==> src/rtl/uart_fifo_peripheral.sv <==
// Memory-mapped UART: runtime baud divisor, 16x RX oversampling, TX/RX FIFOs,
// sticky error flags and a maskable interrupt on the CPU peripheral bus.
module uart_fifo_peripheral #(
    parameter logic [31:0] BASE_ADDR  = 32'h4000_0040,
    parameter int          FIFO_DEPTH = 8,
    parameter logic [15:0] DIV_RESET  = 16'd26
) (
    input  logic        clk,
    input  logic        reset,
    input  logic        rd,
    input  logic        wr,
    input  logic [31:0] addr,
    input  logic [31:0] wdata,
    output logic [31:0] rdata,
    input  logic        PC_31,
    output logic        irqout,
    input  logic        rxd,
    output logic        txd
);

    localparam int AW = $clog2(FIFO_DEPTH);

    localparam logic [31:0] A_TXDATA  = BASE_ADDR;
    localparam logic [31:0] A_RXDATA  = BASE_ADDR + 32'h04;
    localparam logic [31:0] A_STATUS  = BASE_ADDR + 32'h08;
    localparam logic [31:0] A_CTRL    = BASE_ADDR + 32'h0C;
    localparam logic [31:0] A_BAUDDIV = BASE_ADDR + 32'h10;

    typedef enum logic [1:0] {S_IDLE, S_START, S_DATA, S_STOP} state_t;

    logic        sel_tx, sel_rx, sel_status, sel_ctrl, sel_baud;
    logic        wr_tx, wr_status, wr_ctrl, wr_baud, rd_rx;
    logic [3:0]  ctrl;
    logic [15:0] bauddiv, tick_cnt;
    logic        tick;

    logic [7:0]  tx_mem [FIFO_DEPTH];
    logic [7:0]  rx_mem [FIFO_DEPTH];
    logic [AW:0] tx_wp, tx_rp, rx_wp, rx_rp;
    logic        tx_empty, tx_full, rx_empty, rx_full;
    logic        tx_push, tx_pop, rx_push, rx_pop;

    state_t      tx_state, rx_state;
    logic [3:0]  tx_tcnt, rx_tcnt;
    logic [2:0]  tx_bit, rx_bit;
    logic [7:0]  tx_shreg, rx_shreg;
    logic        tx_busy, tx_bit_end;

    logic        rx_s1, rx_s2, rx_s3, rx_fall;
    logic        rx_done, rx_good, set_ferr, set_ovr;
    logic        frame_err, overrun;
    logic [6:0]  status;
    logic        unused_wdata;

    assign unused_wdata = ^wdata[31:16];

    assign sel_tx     = (addr == A_TXDATA);
    assign sel_rx     = (addr == A_RXDATA);
    assign sel_status = (addr == A_STATUS);
    assign sel_ctrl   = (addr == A_CTRL);
    assign sel_baud   = (addr == A_BAUDDIV);

    assign wr_tx      = wr & sel_tx;
    assign wr_status  = wr & sel_status;
    assign wr_ctrl    = wr & sel_ctrl;
    assign wr_baud    = wr & sel_baud;
    assign rd_rx      = rd & sel_rx;

    // Baud tick generator and configuration registers
    assign tick = (tick_cnt == bauddiv);

    always_ff @(posedge clk or negedge reset) begin
        if (!reset) begin
            tick_cnt <= '0;
            bauddiv  <= DIV_RESET;
            ctrl     <= '0;
        end else begin
            if (wr_baud) begin
                bauddiv  <= wdata[15:0];
                tick_cnt <= '0;
            end else if (tick) begin
                tick_cnt <= '0;
            end else begin
                tick_cnt <= tick_cnt + 16'd1;
            end
            if (wr_ctrl)
                ctrl <= wdata[3:0];
        end
    end

    // FIFO flags; the extra pointer MSB distinguishes full from empty
    assign tx_empty = (tx_wp == tx_rp);
    assign tx_full  = (tx_wp[AW] != tx_rp[AW]) && (tx_wp[AW-1:0] == tx_rp[AW-1:0]);
    assign rx_empty = (rx_wp == rx_rp);
    assign rx_full  = (rx_wp[AW] != rx_rp[AW]) && (rx_wp[AW-1:0] == rx_rp[AW-1:0]);

    assign tx_push  = wr_tx & (~tx_full | tx_pop);
    assign rx_pop   = rd_rx & ~rx_empty;
    assign rx_push  = rx_good & (~rx_full | rx_pop);

    always_ff @(posedge clk) begin
        if (tx_push)
            tx_mem[tx_wp[AW-1:0]] <= wdata[7:0];
        if (rx_push)
            rx_mem[rx_wp[AW-1:0]] <= rx_shreg;
    end

    always_ff @(posedge clk or negedge reset) begin
        if (!reset) begin
            tx_wp <= '0;
            tx_rp <= '0;
            rx_wp <= '0;
            rx_rp <= '0;
        end else begin
            if (tx_push) tx_wp <= tx_wp + 1'b1;
            if (tx_pop)  tx_rp <= tx_rp + 1'b1;
            if (rx_push) rx_wp <= rx_wp + 1'b1;
            if (rx_pop)  rx_rp <= rx_rp + 1'b1;
        end
    end

    // TX: frames start on a tick so every bit is exactly 16 ticks; a frame
    // may start straight out of STOP to avoid an idle gap between bytes.
    assign tx_busy    = (tx_state != S_IDLE);
    assign tx_bit_end = tick & (tx_tcnt == 4'd15);
    assign tx_pop     = tick & ctrl[0] & ~tx_empty &
                        ((tx_state == S_IDLE) | ((tx_state == S_STOP) & (tx_tcnt == 4'd15)));

    always_ff @(posedge clk or negedge reset) begin
        if (!reset) begin
            tx_state <= S_IDLE;
            tx_tcnt  <= '0;
            tx_bit   <= '0;
            tx_shreg <= '0;
            txd      <= 1'b1;
        end else if (tx_pop) begin
            tx_state <= S_START;
            tx_shreg <= tx_mem[tx_rp[AW-1:0]];
            tx_tcnt  <= '0;
            txd      <= 1'b0;
        end else begin
            if (tick && tx_state != S_IDLE)
                tx_tcnt <= tx_tcnt + 4'd1;
            case (tx_state)
                S_IDLE: ;
                S_START:
                    if (tx_bit_end) begin
                        tx_state <= S_DATA;
                        tx_bit   <= '0;
                        txd      <= tx_shreg[0];
                    end
                S_DATA:
                    if (tx_bit_end) begin
                        if (tx_bit == 3'd7) begin
                            tx_state <= S_STOP;
                            txd      <= 1'b1;
                        end else begin
                            tx_bit   <= tx_bit + 3'd1;
                            tx_shreg <= tx_shreg >> 1;
                            txd      <= tx_shreg[1];
                        end
                    end
                S_STOP:
                    if (tx_bit_end)
                        tx_state <= S_IDLE;
            endcase
        end
    end

    // RX: synchronize, detect the start edge, then sample mid-bit
    assign rx_fall  = rx_s3 & ~rx_s2;
    assign rx_done  = (rx_state == S_STOP) & tick & (rx_tcnt == 4'd15);
    assign rx_good  = rx_done & rx_s2;
    assign set_ferr = rx_done & ~rx_s2;
    assign set_ovr  = rx_good & rx_full & ~rx_pop;

    always_ff @(posedge clk or negedge reset) begin
        if (!reset) begin
            rx_s1    <= 1'b1;
            rx_s2    <= 1'b1;
            rx_s3    <= 1'b1;
            rx_state <= S_IDLE;
            rx_tcnt  <= '0;
            rx_bit   <= '0;
            rx_shreg <= '0;
        end else begin
            rx_s1 <= rxd;
            rx_s2 <= rx_s1;
            rx_s3 <= rx_s2;
            if (tick && rx_state != S_IDLE)
                rx_tcnt <= rx_tcnt + 4'd1;
            case (rx_state)
                S_IDLE:
                    if (ctrl[1] && rx_fall) begin
                        rx_state <= S_START;
                        rx_tcnt  <= '0;
                    end
                S_START:
                    if (tick && rx_tcnt == 4'd7) begin
                        rx_tcnt  <= '0;
                        rx_bit   <= '0;
                        rx_state <= rx_s2 ? S_IDLE : S_DATA;
                    end
                S_DATA:
                    if (tick && rx_tcnt == 4'd15) begin
                        rx_shreg <= {rx_s2, rx_shreg[7:1]};
                        rx_bit   <= rx_bit + 3'd1;
                        if (rx_bit == 3'd7)
                            rx_state <= S_STOP;
                    end
                S_STOP:
                    if (rx_done)
                        rx_state <= S_IDLE;
            endcase
        end
    end

    // Sticky flags (a same-cycle set beats the W1C) and the registered IRQ
    always_ff @(posedge clk or negedge reset) begin
        if (!reset) begin
            frame_err <= 1'b0;
            overrun   <= 1'b0;
            irqout    <= 1'b0;
        end else begin
            frame_err <= set_ferr | (frame_err & ~(wr_status & wdata[6]));
            overrun   <= set_ovr  | (overrun   & ~(wr_status & wdata[5]));
            irqout    <= ~PC_31 & ((ctrl[3] & ~rx_empty) | (ctrl[2] & tx_empty & ~tx_busy));
        end
    end

    assign status = {frame_err, overrun, tx_busy, rx_empty, rx_full, tx_empty, tx_full};

    always_comb begin
        rdata = '0;
        if (rd) begin
            if (sel_rx)
                rdata = rx_empty ? 32'h0 : {24'h0, rx_mem[rx_rp[AW-1:0]]};
            else if (sel_status)
                rdata = {25'h0, status};
            else if (sel_ctrl)
                rdata = {28'h0, ctrl};
            else if (sel_baud)
                rdata = {16'h0, bauddiv};
        end
    end

endmodule
==> config.mk <==
export PLATFORM = sky130hd
export DESIGN_NAME = uart_fifo_peripheral
export DESIGN_NICKNAME = d
export VERILOG_FILES = /design/src/rtl/uart_fifo_peripheral.sv
export SDC_FILE = /design/constraint.sdc
export NUM_CORES = 1
export LEC_CHECK = 0
export CAP_MARGIN = 20
export CORE_MARGIN = 10
export CORE_UTILIZATION = 38
export CTS_BUF_LIST = sky130_fd_sc_hd__clkbuf_2
export CTS_CLUSTER_SIZE = 24
export DETAILED_ROUTE_END_ITERATION = 16
export GPL_TIMING_DRIVEN = 0
export PLACE_DENSITY = 0.57
export SLEW_MARGIN = 10
export SYNTH_ARGS = -nofsm -noshare
export SYNTH_HDL_FRONTEND = slang
export SYNTH_SLANG_ARGS = --single-unit
==> constraint.sdc <==
create_clock -name clk -period 6.35 [get_ports clk]
set_input_delay 0.635 -clock clk [delete_from_list [all_inputs] [get_ports clk]]
set_output_delay 0.635 -clock clk [all_outputs]
set_load 0.01 [all_outputs]
==> flow_summary_export.csv <==
group,metric,value,unit
outcome,status,"completed",
clocking,cts_root_buf,"clkbuf_2",
hold_path,min_path_type,"input pin to register",
setup_path,crit_chain,"buf_2 > buf_2 > mux4_2 > mux2i_1 > o21ai_0 > and3_1 > clkdlybuf4s50_1",
clocking,clk_pin_slew_worst_paths,0.10,ns
global_route,grt_overflow,0,
yosys,ys_ff_latch,221,
die,die_h,182,um
yosys,synth.distinct_cells,56,
placed_design,place_hpwl,15.8,mm
setup_path,cp_max_fo,10,
yosys,syn_area_per_cell,13.9,um2
final_layout,fillers,2368,
global_route,grt_pass1_vias,6613,
setup_path,required,5.71,ns
power,p_sw,0.631,mW
sta,max_freq,238,MHz
yosys,async_reset_ff_share,42.1,%
die,die-width,182,um
setup_path,critPathLaunchType,"register",
clocking,cts.path.max_buffers,3,
drt,vias_per_cell,5.03,
drt,met1_length,10.5,mm
drt,first_pass_iters,5,
drt,wl,22.8,mm
final_layout,instances_no_fill,1252,
sta,finalMaxSlewViolations,0,
setup_path,slowest_stage,"mux4_2",
yosys,synth-edff-count,128,
sta,finalHoldViolations,0,
sta,post-route-min-period,4.20,ns
drt,wire_per_inst,18.2,um
placed_design,placedCellCount,1145,
final_layout,areaGrowthSynthToFinish,18.8,%
sta,setup_violations,0,
placed_design,gp_congestion,0.821,
yosys,yosysWarnings,0,
global_route,grt_pass1_wl,36.5,mm
die,core-area,25900,um2
clocking,htreeDepth,2,
global_route,grtUsageTotal,13.8,%
yosys,synthCells,716,
sta,finClkSkew,0.0803,ns
power,clockPowerShare,37.8,%
final_layout,final_nets,950,
die,start_util,38.3,%
drt,wl_met2,10.7,mm
die,io_pins,104,
die,rows,59,
drt,drtAntennaViolNets,0,
power,sequentialPowerShare,59.0,%
power,power.density,218,nW/um2
power,leakage,4.81,nW
power,p_sw_share,24.5,%
yosys,syn-cell-area,9940,um2
sta,finalSetupTns,0,ns
global_route,grt_max_degree,49,
global_route,antenna_found_initial,1,
drt,dr.max_layer_used,"met4",
run,max_cap_viol_count,0,
power,ir_drop,142,uV
drt,drc,0,
power,power_frac_comb,3.2,%
yosys,ys_seq_area_share,62.2,%
placed_design,io_buffers,71,
setup_path,crit_type,"register to output pin",
clocking,cts_tree,"done",
power,power.internal,1.94,mW
final_layout,drive_gt1_share,22.4,%
sta,max_slew_margin,36.2,%
drt,drt_iter0_drc,316,
sta,period_share,66.1,%
clocking,cts.sinks,221,
sta,worstMarginPinSlew,0.954,ns
drt,vias,6296,
clocking,cts_buffers,56,
sta,rsz0062_at_grt,"false",
setup_path,crit_path_max_incr_delay,0.54,ns
yosys,ys.flop_type,"edfxtp_1",
setup_path,arrival,3.56,ns
die,die-area,33000,um2
clocking,cts_setup_buffers,0,
drt,wl_met3,1.36,mm
clocking,clk_latency,0.84,ns
setup_path,path_common_cell,"buf_2",
setup_path,end_kind,"output pin",
path summary, 6_finish.rpt:
check	start	endpoint	cells past startpoint	slack, ns
min in group asynchronous	reset	rx_shreg[2]	2	0.30
max in group asynchronous	reset	txd	3	5.32
setup reg to reg	tick_cnt[11]	rx_mem[1][7]	6	2.67
hold reg to reg	rx_s1	rx_s2	0	0.36
setup / recovery	rx_rp[0]	rdata[5]	7	2.15
hold / removal	rxd	rx_s1	1	0.21
power groups by stage:
stage / Combinational [mW] / Clock [mW] / Sequential (mW)
final: 0.0830 / 0.972 / 1.51
after CTS: 0.0841 / 1.02 / 1.52
after global routing: 0.0917 / 1.10 / 1.52
after global placement: 0.0804 / 0 / 1.55
after floorplan: 0.0215 / 0 / 1.55
after detailed placement: 0.0833 / 0 / 1.55
registers in the layout, summed over array words and instances, names as in the netlist, named ones only:
signal	count
rx_wp	4
rx_s3	1
rx_shreg	8
rx_tcnt	4
rx_mem	64
tick_cnt	16
tx_rp	4
bauddiv	16
tx_bit	3
rx_s1	1
tx_wp	4
tx_mem	64
overrun	1
irqout	1
txd	1
frame_err	1
rx_s2	1
rx_state	1
rx_rp	4
tx_shreg	8
tx_state	2
tx_tcnt	4
rx_bit	3
ctrl	4
layout make-up:
type	count	area (um2)	area share (%)
Antenna cell	1	2.50	0.0212
Buffer	48	262	2.22
Clock buffer	77	385	3.27
Clock inverter	28	150	1.27
Inverter	16	60.1	0.509
Multi-Input combinational cell	446	3540	30.0
Sequential cell	221	6180	52.4
Tap cell	335	419	3.55
Timing Repair Buffer	80	800	6.77
layer usage:
metal	vias up	track usage, %
met5	-	0
met4	0	4.17
met3	32	3.40
met2	174	21.7
met1	3091	18.5
li1	2999	-
synthesized netlist by cell type (all sizes together) (16+ instances only):
cell type / instances / area (um2)
and3: 17 / 106
clkbuf: 20 / 75.1
xnor2: 27 / 236
a21oi: 27 / 135
dfrtp: 86 / 2150
mux4: 32 / 721
nand2: 27 / 101
nor4: 17 / 106
mux2: 32 / 383
inv: 16 / 60.1
mux2i: 17 / 170
buf: 28 / 186
o21ai: 33 / 165
xor2: 25 / 219
edfxtp: 128 / 3840
nor2: 58 / 218
cells in the final DEF (no fill, tap or decap), types with 23 or more instances in the layout:
cell,n
xor2_1,25
clkdlybuf4s50_1,70
mux2_2,24
a21oi_1,27
dfrtp_1,86
nor2_1,58
xnor2_1,27
nand2_1,27
clkbuf_2,77
edfxtp_1,128
o21ai_0,28
mux4_2,32
buf_4,23
cells by family after synthesis:
kind of cell	synth area share, %
xor gates and xnor gates	4.58
muxes	12.8
AOI/OAI and AO/OA	6.03
other	0.0377
DFF	62.2
buffers and inverters	3.24
and+or+nand+nor	9.71
adders and majority gates	1.39
through the flow:
step | total power [mW] | hold WS (ns) | setup WS, ns | instance area [um2] | utilization [%]
global placement | 1.63 | 0.347 | 0.799 | 11100 | 42.9
floorplan | 1.57 | 0.339 | 3.29 | 9990 | -
detailed placement | 1.63 | 0.349 | 2.24 | 11300 | 43.4
global route | 2.70 | 0.0977 | 1.87 | 11800 | 45.6
CTS | 2.62 | 0.0931 | 2.01 | 11800 | 45.5
finish | 2.57 | 0.207 | 2.15 | 11800 | 45.6
what timing repair did:
item / CTS / global route
setup endpoints to repair: 0 / 0
gates resized for setup: 0 / 0
endpoints found under the hold margin: 44 / 0
hold buffers: 1 / 0
critical path: cells and delay by family (launching register included):
| family | cells | cell delay, ns |
|---|---|---|
| and+or+nand+nor | 1 | 0.27 |
| DFF | 1 | 0.36 |
| muxes | 2 | 0.75 |
| buffers and inverters | 3 | 1.28 |
| AOI/OAI and AO/OA | 1 | 0.12 |
Note: power is estimated with default switching activity, not from simulation.
